`src/rtl/core_decode_unit.sv`:
```
// core_decode_unit: registered RV32I decoder producing register indices, immediate and one-hot strobes
module core_decode_unit (
    input  logic        clk,
    input  logic        rst,
    input  logic [31:0] inst,
    output logic [4:0]  rd_num,
    output logic [4:0]  rs1_num,
    output logic [4:0]  rs2_num,
    output logic [31:0] imm,
    output logic        i_addi, i_slti, i_sltiu, i_xori, i_ori, i_andi, i_slli, i_srli, i_srai,
    output logic        i_add, i_sub, i_sll, i_slt, i_sltu, i_xor, i_srl, i_sra, i_or, i_and,
    output logic        i_beq, i_bne, i_blt, i_bge, i_bltu, i_bgeu,
    output logic        i_lb, i_lh, i_lw, i_lbu, i_lhu, i_sb, i_sh, i_sw,
    output logic        n_inst
);
    localparam logic [6:0] OP_LUI = 7'b0110111, OP_AUIPC = 7'b0010111, OP_JAL = 7'b1101111,
                           OP_JALR = 7'b1100111, OP_BRANCH = 7'b1100011, OP_LOAD = 7'b0000011,
                           OP_STORE = 7'b0100011, OP_IMM = 7'b0010011, OP_OP = 7'b0110011,
                           OP_MISC = 7'b0001111, OP_SYS = 7'b1110011;
    logic [6:0]  op, f7;
    logic [2:0]  f3;
    logic [7:0]  d3;
    logic        z7, a7, oi, ro, bo, lo, so, uf, jf, ii, sh, legal, use_rd, use_rs1, use_rs2;
    logic [31:0] imm_c;
    logic [32:0] s;
    always_comb begin
        op      = inst[6:0];
        f3      = inst[14:12];
        f7      = inst[31:25];
        d3      = 8'b1 << f3;
        z7      = f7 == 7'b0000000;
        a7      = f7 == 7'b0100000;
        oi      = op == OP_IMM;
        ro      = op == OP_OP;
        bo      = op == OP_BRANCH;
        lo      = op == OP_LOAD;
        so      = op == OP_STORE;
        uf      = op == OP_LUI || op == OP_AUIPC;
        jf      = op == OP_JAL;
        ii      = op == OP_JALR || lo || oi || op == OP_MISC || op == OP_SYS;
        sh      = oi && f3[1:0] == 2'b01;
        // strobes only fire for legal funct combinations, so their OR doubles as the legality check
        s       = {so & d3[2], so & d3[1], so & d3[0],
                   lo & d3[5], lo & d3[4], lo & d3[2], lo & d3[1], lo & d3[0],
                   bo & d3[7], bo & d3[6], bo & d3[5], bo & d3[4], bo & d3[1], bo & d3[0],
                   ro & d3[7] & z7, ro & d3[6] & z7, ro & d3[5] & a7, ro & d3[5] & z7, ro & d3[4] & z7,
                   ro & d3[3] & z7, ro & d3[2] & z7, ro & d3[1] & z7, ro & d3[0] & a7, ro & d3[0] & z7,
                   oi & d3[5] & a7, oi & d3[5] & z7, oi & d3[1] & z7, oi & d3[7], oi & d3[6],
                   oi & d3[4], oi & d3[3], oi & d3[2], oi & d3[0]};
        legal   = uf || jf || op == OP_JALR || op == OP_MISC || op == OP_SYS || (|s);
        use_rd  = uf || jf || ii || ro;
        use_rs1 = ii || ro || so || bo;
        use_rs2 = ro || so || bo;
        imm_c   = uf ? {inst[31:12], 12'b0} :
                  jf ? {{12{inst[31]}}, inst[19:12], inst[20], inst[30:21], 1'b0} :
                  sh ? {27'b0, inst[24:20]} :
                  ii ? {{20{inst[31]}}, inst[31:20]} :
                  so ? {{20{inst[31]}}, inst[31:25], inst[11:7]} :
                  bo ? {{20{inst[31]}}, inst[7], inst[30:25], inst[11:8], 1'b0} : 32'b0;
    end
    always_ff @(posedge clk) begin
        rd_num  <= (rst || !legal || !use_rd) ? 5'b0 : inst[11:7];
        rs1_num <= (rst || !legal || !use_rs1) ? 5'b0 : inst[19:15];
        rs2_num <= (rst || !legal || !use_rs2) ? 5'b0 : inst[24:20];
        imm     <= (rst || !legal) ? 32'b0 : imm_c;
        n_inst  <= !rst && !legal;
        {i_sw, i_sh, i_sb, i_lhu, i_lbu, i_lw, i_lh, i_lb,
         i_bgeu, i_bltu, i_bge, i_blt, i_bne, i_beq,
         i_and, i_or, i_sra, i_srl, i_xor, i_sltu, i_slt, i_sll, i_sub, i_add,
         i_srai, i_srli, i_slli, i_andi, i_ori, i_xori, i_sltiu, i_slti, i_addi} <= rst ? 33'b0 : s;
    end
endmodule

```
`config.mk`:
```
export PLATFORM = sky130hd
export DESIGN_NAME = core_decode_unit
export DESIGN_NICKNAME = d
export VERILOG_FILES = /design/src/rtl/core_decode_unit.sv
export SDC_FILE = /design/constraint.sdc
export NUM_CORES = 1
export LEC_CHECK = 0
export BUFFER_PORTS_ARGS = -buffer_cell sky130_fd_sc_hd__buf_4
export CAP_MARGIN = 0
export CORE_MARGIN = 4
export CORE_UTILIZATION = 50
export DETAILED_ROUTE_END_ITERATION = 8
export PLACE_DENSITY = 0.82
export SLEW_MARGIN = 25
export SYNTH_ARGS = -nofsm -noshare
export SYNTH_HDL_FRONTEND = slang
export SYNTH_SLANG_ARGS = --single-unit
```
`constraint.sdc`:
```
create_clock -name clk -period 3.12 [get_ports clk]
set_input_delay 0.624 -clock clk [delete_from_list [all_inputs] [get_ports clk]]
set_output_delay 0.624 -clock clk [all_outputs]
set_load 0.02 [all_outputs]
```
Word-level counts from Yosys, hierarchy flattened --
Index checks and enable logic that the tools add are counted.
Storage, ports and cells: bits in registers 81, bits in latches 0, RAM bits 0, bits in read-only memories 0, bits of input ports 34, output and inout port bits 81, memories 0
Cells by class: add/sub/neg operators 0, multiply operators 0, div/mod/pow operators 0, $lt $le $gt $ge 0, equal/unequal tests 13, shifts and indexed selects 1, muxes and demuxes 6, bitwise gates (word level) 43, reductions and logical operators 32
Operators by type and width (number):
- 32-bit 2-to-1 mux | 6
- 1-bit AND | 43
- 33-bit OR reduction | 1
- 7-bit by 6-bit equality test with 1-bit output, second input constant | 4
- 7-bit equality test, second input constant | 4
- 1-bit logical OR | 21
- 7-bit by 5-bit equality test with 1-bit output, second input constant | 2
- 1-bit by 3-bit << shifter with 8-bit output, first input constant | 1
- 7-bit by 2-bit equality test with 1-bit output, second input constant | 1
- 7-bit by 4-bit equality test with 1-bit output, second input constant | 1
- 7-bit zero test | 1
- 1-bit zero test | 5
- 3-bit OR reduction | 1
- 2-bit by 1-bit equality test with 1-bit output, second input constant | 1
- 1-bit logical AND | 2
- 2-bit OR reduction | 1

Logic depth before layout (Yosys ltp) --
Gate-level depths: netlist of run 1.
depth after elaboration 10, gate-level depth with buffers 9, depth with buffers taken out 5

Least setup slack after synthesis of run 1 --
OpenSTA, ideal clock, no wires.
path type input-to-reg, start point input inst[28], end point register imm[11], setup time 0.088 ns, data arrival time 2.244 ns, required time 3.032 ns, slack 0.788 ns, stages 6, buffers on the path 1, cells stage by stage or4_4 > nor4_4 > a32oi_1 > a31o_1 > buf_6 > nor4_2
Between the ends: word-level cells in the longest chain between the ends 7
RTL lines:
- from (decl) | line 5 | input logic [31:0] inst,
- 7-bit by 6-bit equality test with 1-bit output / 7-bit zero test (equally long branches) | line 32, 31
- 1-bit AND, on equally long branches | line 48, 46, 47
- 33-bit OR reduction * | line 50 | legal = uf || jf || op == OP_JALR || op == OP_MISC || op == OP_SYS || (|s);
- 1-bit logical OR * | line 50
- 1-bit zero test * | line 65 | imm <= (rst || !legal) ? 32'b0 : imm_c;
- 1-bit logical OR * | line 65
- 2-bit OR reduction (no source line) *
- to (signal assigned) | line 65
- to (decl) | line 9 | output logic [31:0] imm,
Every way passes the cells marked *; elsewhere a longest branch is shown, timed or not. A chain may end at the register's enable or synchronous reset.

Final worst setup path of run 1 --
start point input inst[28], end point register rs1_num[4]
Between the ends: word-level cells in the longest chain between the ends 7
RTL lines:
- 7-bit by 6-bit equality test with 1-bit output / 7-bit zero test (equally long branches) | line 32, 31
- 1-bit AND, on equally long branches | line 48, 46, 47
- 33-bit OR reduction * | line 50
- 1-bit logical OR * | line 50
- 1-bit zero test * | line 63 | rs1_num <= (rst || !legal || !use_rs1) ? 5'b0 : inst[19:15];
- 1-bit logical OR * (2 in series) | line 63
- to (signal assigned) | line 63
- to (decl) | line 7 | output logic [4:0] rs1_num,
Marks and branches as above.

==> results of run 1 <==
## cells by family after synthesis
logic type,count (synthesis)
flip-flops,81
adder cells (fa/ha/maj),1
XOR/XNOR,2
buffers and inverters,23
AO/OA/AOI/OAI,44
AND/OR/NAND/NOR,161
## worst max-delay path: cells and delay by family
family,cells,cell delay (ns)
buffers and inverters,2,0.38
and+or+nand+nor,3,1.10
AOI/OAI and AO/OA,2,0.66
## stage by stage
step / worst slack, ns / util / cells
floorplan: 0.788 / - / 312
global placement: 0.372 / 0.675 / 483
detailed placement: 0.251 / 0.675 / 483
CTS: 0.625 / 0.719 / 499
global route: 0.486 / 0.719 / 499
finish: 0.613 / 0.719 / 499
## state kept, by name (all words and copies together) (netlist names), 5 cells and up
name / flops
imm: 32
rd_num: 5
rs1_num: 5
rs2_num: 5
## cell type report
| type | count | area share |
|---|---|---|
| clock inverter | 7 | 0.0298 |
| sequential | 81 | 0.407 |
| multi-input combinational | 208 | 0.280 |
| clock buffer | 9 | 0.0311 |
| tap | 72 | 0.0226 |
| timing repair buffer | 118 | 0.225 |
| inverter | 4 | 0.00377 |
## Yosys cell counts (all sizes together)
cell      n  share of area
a21boi    1         0.0026
a21oi    12          0.021
a221oi    1         0.0031
a22o      1         0.0031
a22oi     4          0.011
a2bb2oi   1         0.0031
a31o      1         0.0031
a31oi    11          0.024
a32oi     3         0.0092
a41oi     1         0.0031
and2      2         0.0044
and3      2         0.0044
and3b     3         0.0092
and4b     1         0.0035
and4bb    1         0.0044
buf       7          0.021
clkbuf   12          0.016
dfxtp    81           0.57
inv       4         0.0053
maj3      1         0.0035
nand2    42          0.055
nand2b    2         0.0044
nand3     9          0.016
nand3b    1         0.0026
nand4     5          0.011
nand4bb   1         0.0039
nor2     54          0.071
nor2b     6          0.013
nor3     11          0.019
nor3b    11          0.029
nor4      2          0.012
nor4b     1         0.0031
o21ai     7          0.012
o31ai     1         0.0026
or2       2         0.0044
or3       3         0.0066
or3b      1         0.0031
or4       1         0.0039
xnor2     1         0.0031
xor2      1         0.0031
## layer usage
layer	vias up	global-route usage	routed length [um]
li1	1280	-	-
met1	1197	0.256	3160
met2	99	0.370	3750
met3	20	0.0592	505
met4	0	0.104	257
met5	-	0	0
## power by group through the flow
stage	clock (mW)	sequential (mW)	combinational [mW]
4_1_cts	0.916	1.04	0.124
6_report	0.902	1.04	0.126
5_1_grt	0.953	1.04	0.138
2_1_floorplan	0	1.06	0.0645
3_3_place_gp	0	1.06	0.122
3_5_place_dp	0	1.06	0.124
## path summary, 6_finish.rpt
| check | start | endpoint | slack, ns | cells after the start |
|---|---|---|---|---|
| hold / removal | rst | n_inst | 0.45 | 2 |
| setup / recovery | inst[28] | rs1_num[4] | 0.61 | 7 |
==> impl_metrics.py, run 1 <==
metrics = {
    "synth": {
        "synth.lib_cells_used.distinct": 43,
        "ys_seq_area_frac": 0.567,
        "yosysWarningCount": 0,
        "synth.net_count": 346,
        "postSynthRegisterBits": 81,
        "syn_avg_cell_area_um2": 9.16,
        "synth_xor_area_frac": 0.00613,
        "post_synth_inst_count": 312,
        "post_synth_mux_area_share": 0,
        "netlist_area_mm2": 0.00286,
        "synth_adder_area_share": 0.00350,
        "yosys.area_share.simple": 0.284,
        "synth-compound-area-share": 0.0976,
        "combinational_family_with_the_most_area_after_synthesis": "simple AND/OR/NAND/NOR gates",
    },
    "setup_path": {
        "worstSetupEndpointType": "flip-flop",
        "timing.critical_path.required_ns": 3.39,
        "path_max_fanout": 20,
        "cp.arrival_ns": 2.78,
        "timing.critical_path.slowest_cell_delay_ns": 0.56,
        "crit_path_cell_trace": "buf_4, or4_4, nor4_4, a32oi_1, a31o_1, buf_12, nor3b_1",
        "timing.critical_path.from_type": "primary input",
        "worstSetupPathType": "in2reg",
        "critical_path.slowest_cell": "sky130_fd_sc_hd__or4_4",
    },
    "cells_and_area": {
        "final_net_count": 456,
        "stdcell_area_mm2": 0.00399,
        "fillerInstances": 458,
        "multi_input_area_mm2": 0.00112,
        "area.growth.synth_to_final_pct": 39.4,
        "final_layout_size_suffix_gt1_frac": 0.330,
        "layout.cells.most_common_list": "sky130_fd_sc_hd__buf_4 (117), sky130_fd_sc_hd__dfxtp_1 (81), sky130_fd_sc_hd__nor2_1 (54)",
        "most_common_cell_after_layout_fill_and_taps_aside": "sky130_fd_sc_hd__buf_4",
        "seqCellArea_mm2": 0.00162,
        "diodes": 0,
    },
    "die": {
        "die_h_um": 83.6,
        "die-area_mm2": 0.00699,
        "core_area_mm2": 0.00554,
        "fp.dieW_um": 83.6,
        "top_level_ports": 115,
        "start_util": 0.516,
        "rows": 27,
    },
    "sta": {
        "fin_worst_hold_slack_ns": 0.455,
        "unrepaired_setup_endpoints_after_global_routing": "false",
        "fin_setup_tns_ns": 0,
        "report.final.setup_viol": 0,
        "timing.final.crit_share": 0.804,
        "worst_slew_pin_slew_ns": 0.727,
        "achievable-frequency_mhz": 399,
        "finalCriticalPeriod_ns": 2.51,
        "slew-limit-headroom": 0.515,
        "finalHoldViolations": 0,
        "final-max-slew-violation-count": 0,
    },
    "placement": {
        "detailed_place_hpwl_um": 5600,
        "port_buffers": 114,
        "routabilityCongestion": 0.881,
        "detailed_place.area_mm2": 0.00374,
    },
    "clock_network": {
        "h-tree-depth": 3,
        "worst_case_clock_buffer_depth": 2,
        "cts_resized": 0,
        "cts.sink_count": 81,
        "cts.clk_slew.worst_paths_ns": 0.09,
        "cts.root.buffer_cell": "sky130_fd_sc_hd__clkbuf_8",
        "tritoncts": "done",
        "cts_made_buffers": 9,
        "post_cts_hold_buffer_count": 0,
        "postCtsSetupBuffers": 0,
    },
    "global_route": {
        "grt_util_all_layers": 0.219,
        "antenna_violations_before_repair": 0,
        "global_route.overflow_total": 0,
        "first_global_vias": 2537,
        "first_pass_grt_wire_length_um": 12300,
        "pin_count_of_the_biggest_net_entering_global_routing": 21,
    },
    "power_and_ir_drop": {
        "sw_frac_of_total": 0.215,
        "ir_drop_worst_vdd_uv": 406,
        "power.clock.fraction": 0.437,
        "post-layout-total-power_mw": 2.06,
        "seqPwrFrac": 0.502,
        "p_sw_mw": 0.444,
        "p_int_mw": 1.62,
        "leakage_power_of_the_design_nw": 1.64,
        "comb_power_share": 0.061,
        "powerDensity_mw_per_mm2": 518,
    },
    "detailed_routing": {
        "count_of_routing_violations_after_the_opening_detailed_route_iteration": 183,
        "wirelength_routed_um": 7670,
        "routed_via_density": 5.20,
        "antenna_violating_nets_post_route": 0,
        "first_pass_iters": 4,
        "wl_per_cell_um": 15.4,
        "via_count": 2596,
        "remaining_drc_errors": 0,
    },
    "run": {
        "max_cap_viols": 0,
    },
    "status": {
        "outcome": "completed",
    },
    "worst_hold_path": {
        "min-delay-path-class": "in2reg",
    },
}
Power figures use the tool's default switching activity.
==> run 2: changes to the inputs <==
--- a/config.mk
+++ b/config.mk
@@ -8,9 +8,9 @@
 export BUFFER_PORTS_ARGS = -buffer_cell sky130_fd_sc_hd__buf_4
 export CAP_MARGIN = 0
 export CORE_MARGIN = 4
-export CORE_UTILIZATION = 50
+export CORE_UTILIZATION = 43
 export DETAILED_ROUTE_END_ITERATION = 8
-export PLACE_DENSITY = 0.82
+export PLACE_DENSITY = 0.75
 export SLEW_MARGIN = 25
 export SYNTH_ARGS = -nofsm -noshare
 export SYNTH_HDL_FRONTEND = slang
==> constraint.sdc (replaced) <==
create_clock -name clk -period 2.2 [get_ports clk]
set_input_delay 0.44 -clock clk [delete_from_list [all_inputs] [get_ports clk]]
set_output_delay 0.44 -clock clk [all_outputs]
set_load 0.02 [all_outputs]
==> impl_metrics.py, run 2 (same netlist as run 1, synthesis figures left out) <==
metrics = {
    "power_and_ir_drop": {
        "powerDensity_mw_per_mm2": 724,
        "post-layout-total-power_mw": 2.95,
        "ir_drop_worst_vdd_uv": 490,
        "leakage_power_of_the_design_nw": 1.70,
    },
    "global_route": {
        "global_route.overflow_total": 0,
        "grt_util_all_layers": 0.202,
        "antenna_violations_before_repair": 0,
        "first_pass_grt_wire_length_um": 12400,
        "first_global_vias": 2552,
        "pin_count_of_the_biggest_net_entering_global_routing": 20,
    },
    "detailed_routing": {
        "routed_via_density": 5.12,
        "wirelength_routed_um": 7880,
        "wl_per_cell_um": 15.2,
        "via_count": 2646,
        "remaining_drc_errors": 0,
        "antenna_violating_nets_post_route": 0,
        "count_of_routing_violations_after_the_opening_detailed_route_iteration": 190,
        "first_pass_iters": 5,
    },
    "cells_and_area": {
        "final_layout_size_suffix_gt1_frac": 0.348,
        "diodes": 0,
        "stdcell_area_mm2": 0.00408,
        "layout.cells.most_common_list": "sky130_fd_sc_hd__buf_4 (131), sky130_fd_sc_hd__dfxtp_1 (81), sky130_fd_sc_hd__nor2_1 (54)",
        "most_common_cell_after_layout_fill_and_taps_aside": "sky130_fd_sc_hd__buf_4",
        "final_net_count": 469,
        "area.growth.synth_to_final_pct": 42.7,
        "largest_register_ff_count": 32,
        "largest_register": "imm",
    },
    "clock_network": {
        "cts.root.buffer_cell": "sky130_fd_sc_hd__clkbuf_8",
        "post_cts_hold_buffer_count": 0,
        "postCtsSetupBuffers": 0,
        "cts.clk_slew.worst_paths_ns": 0.08,
        "cts_made_buffers": 9,
        "h-tree-depth": 3,
        "cts_resized": 0,
        "worst_case_clock_buffer_depth": 2,
        "cts.sink_count": 81,
        "tritoncts": "done",
    },
    "setup_path": {
        "cp.arrival_ns": 2.31,
        "timing.critical_path.required_ns": 2.46,
        "path_max_fanout": 9,
        "timing.critical_path.from_type": "primary input",
        "worstSetupPathType": "in2reg",
        "worstSetupEndpointType": "flip-flop",
    },
    "sta": {
        "achievable-frequency_mhz": 486,
        "final-max-slew-violation-count": 0,
        "slew-limit-headroom": 0.706,
        "unrepaired_setup_endpoints_after_global_routing": "false",
        "finalHoldViolations": 0,
        "report.final.setup_viol": 0,
        "timing.final.crit_share": 0.935,
        "finalCriticalPeriod_ns": 2.06,
        "worst_slew_pin_slew_ns": 0.440,
    },
    "die": {
        "rows": 29,
        "start_util": 0.447,
        "top_level_ports": 115,
        "fp.dieW_um": 89.5,
        "die-area_mm2": 0.00801,
        "die_h_um": 89.5,
        "core_area_mm2": 0.00639,
    },
    "status": {
        "outcome": "completed",
    },
    "placement": {
        "detailed_place.area_mm2": 0.00383,
        "detailed_place_hpwl_um": 5950,
        "routabilityCongestion": 0.834,
        "port_buffers": 114,
    },
    "run": {
        "max_cap_viols": 0,
    },
    "worst_hold_path": {
        "min-delay-path-class": "in2reg",
    },
}
[run 2: cell types whose count changed in the layout (fill, tap and decap cells not counted)]
| cell | delta |
|---|---|
| sky130_fd_sc_hd__clkbuf_8 | +1 |
| sky130_fd_sc_hd__clkbuf_1 | +1 |
| sky130_fd_sc_hd__clkinvlp_4 | -1 |
| sky130_fd_sc_hd__buf_4 | +14 |
| sky130_fd_sc_hd__clkinv_4 | -1 |
| sky130_fd_sc_hd__buf_12 | -1 |
[run 2: metrics by stage]
step	utilization	TNS, ns	worst slack [ns]	hold slack, ns	instances
floorplan	-	0	0.0521	0.512	312
detailed placement	0.600	-6.78	-0.218	0.641	501
CTS	0.639	0	0.145	0.274	517
finish	0.639	0	0.144	0.292	517
global placement	0.600	-2.99	-0.118	0.644	501
global route	0.639	0	0.0182	0.274	517
[run 2: final cells by class]
cell class                 count  area (um2)
clock buffer                  11         141
clock inverter                 5         103
fill                         548        2310
inverter                       4        15.0
multi-input combinational    208        1120
sequential                    81        1620
tap                           77        96.3
timing repair buffer         131         983
[run 2: worst paths after layout]
check	cells past startpoint	startpoint	slack (ns)	endpoint
max	7	inst[28]	0.14	imm[8]
min	2	rst	0.29	n_inst
[run 2: worst max-delay path, cell delays in order]
cell and delay [ns]:
sky130_fd_sc_hd__buf_4 0.11, sky130_fd_sc_hd__or4_4 0.57, sky130_fd_sc_hd__nor4_4 0.32, sky130_fd_sc_hd__a32oi_1 0.17, sky130_fd_sc_hd__a31o_1 0.32, sky130_fd_sc_hd__buf_4 0.19
sky130_fd_sc_hd__nor3b_1 0.20
[run 2: power by group]
| part | internal, mW | switching, mW |
|---|---|---|
| combinational | 0.0853 | 0.104 |
| clock | 0.784 | 0.513 |
| sequential | 1.47 | 0.000685 |
[run 2: routing by layer]
metal / part of all wire / vias up / global-route usage
li1: - / 1312 / -
met1: 0.41 / 1229 / 0.260
met2: 0.51 / 99 / 0.330
met3: 0.070 / 6 / 0.0442
met4: 0.0091 / 0 / 0.0825
met5: 0 / - / 0
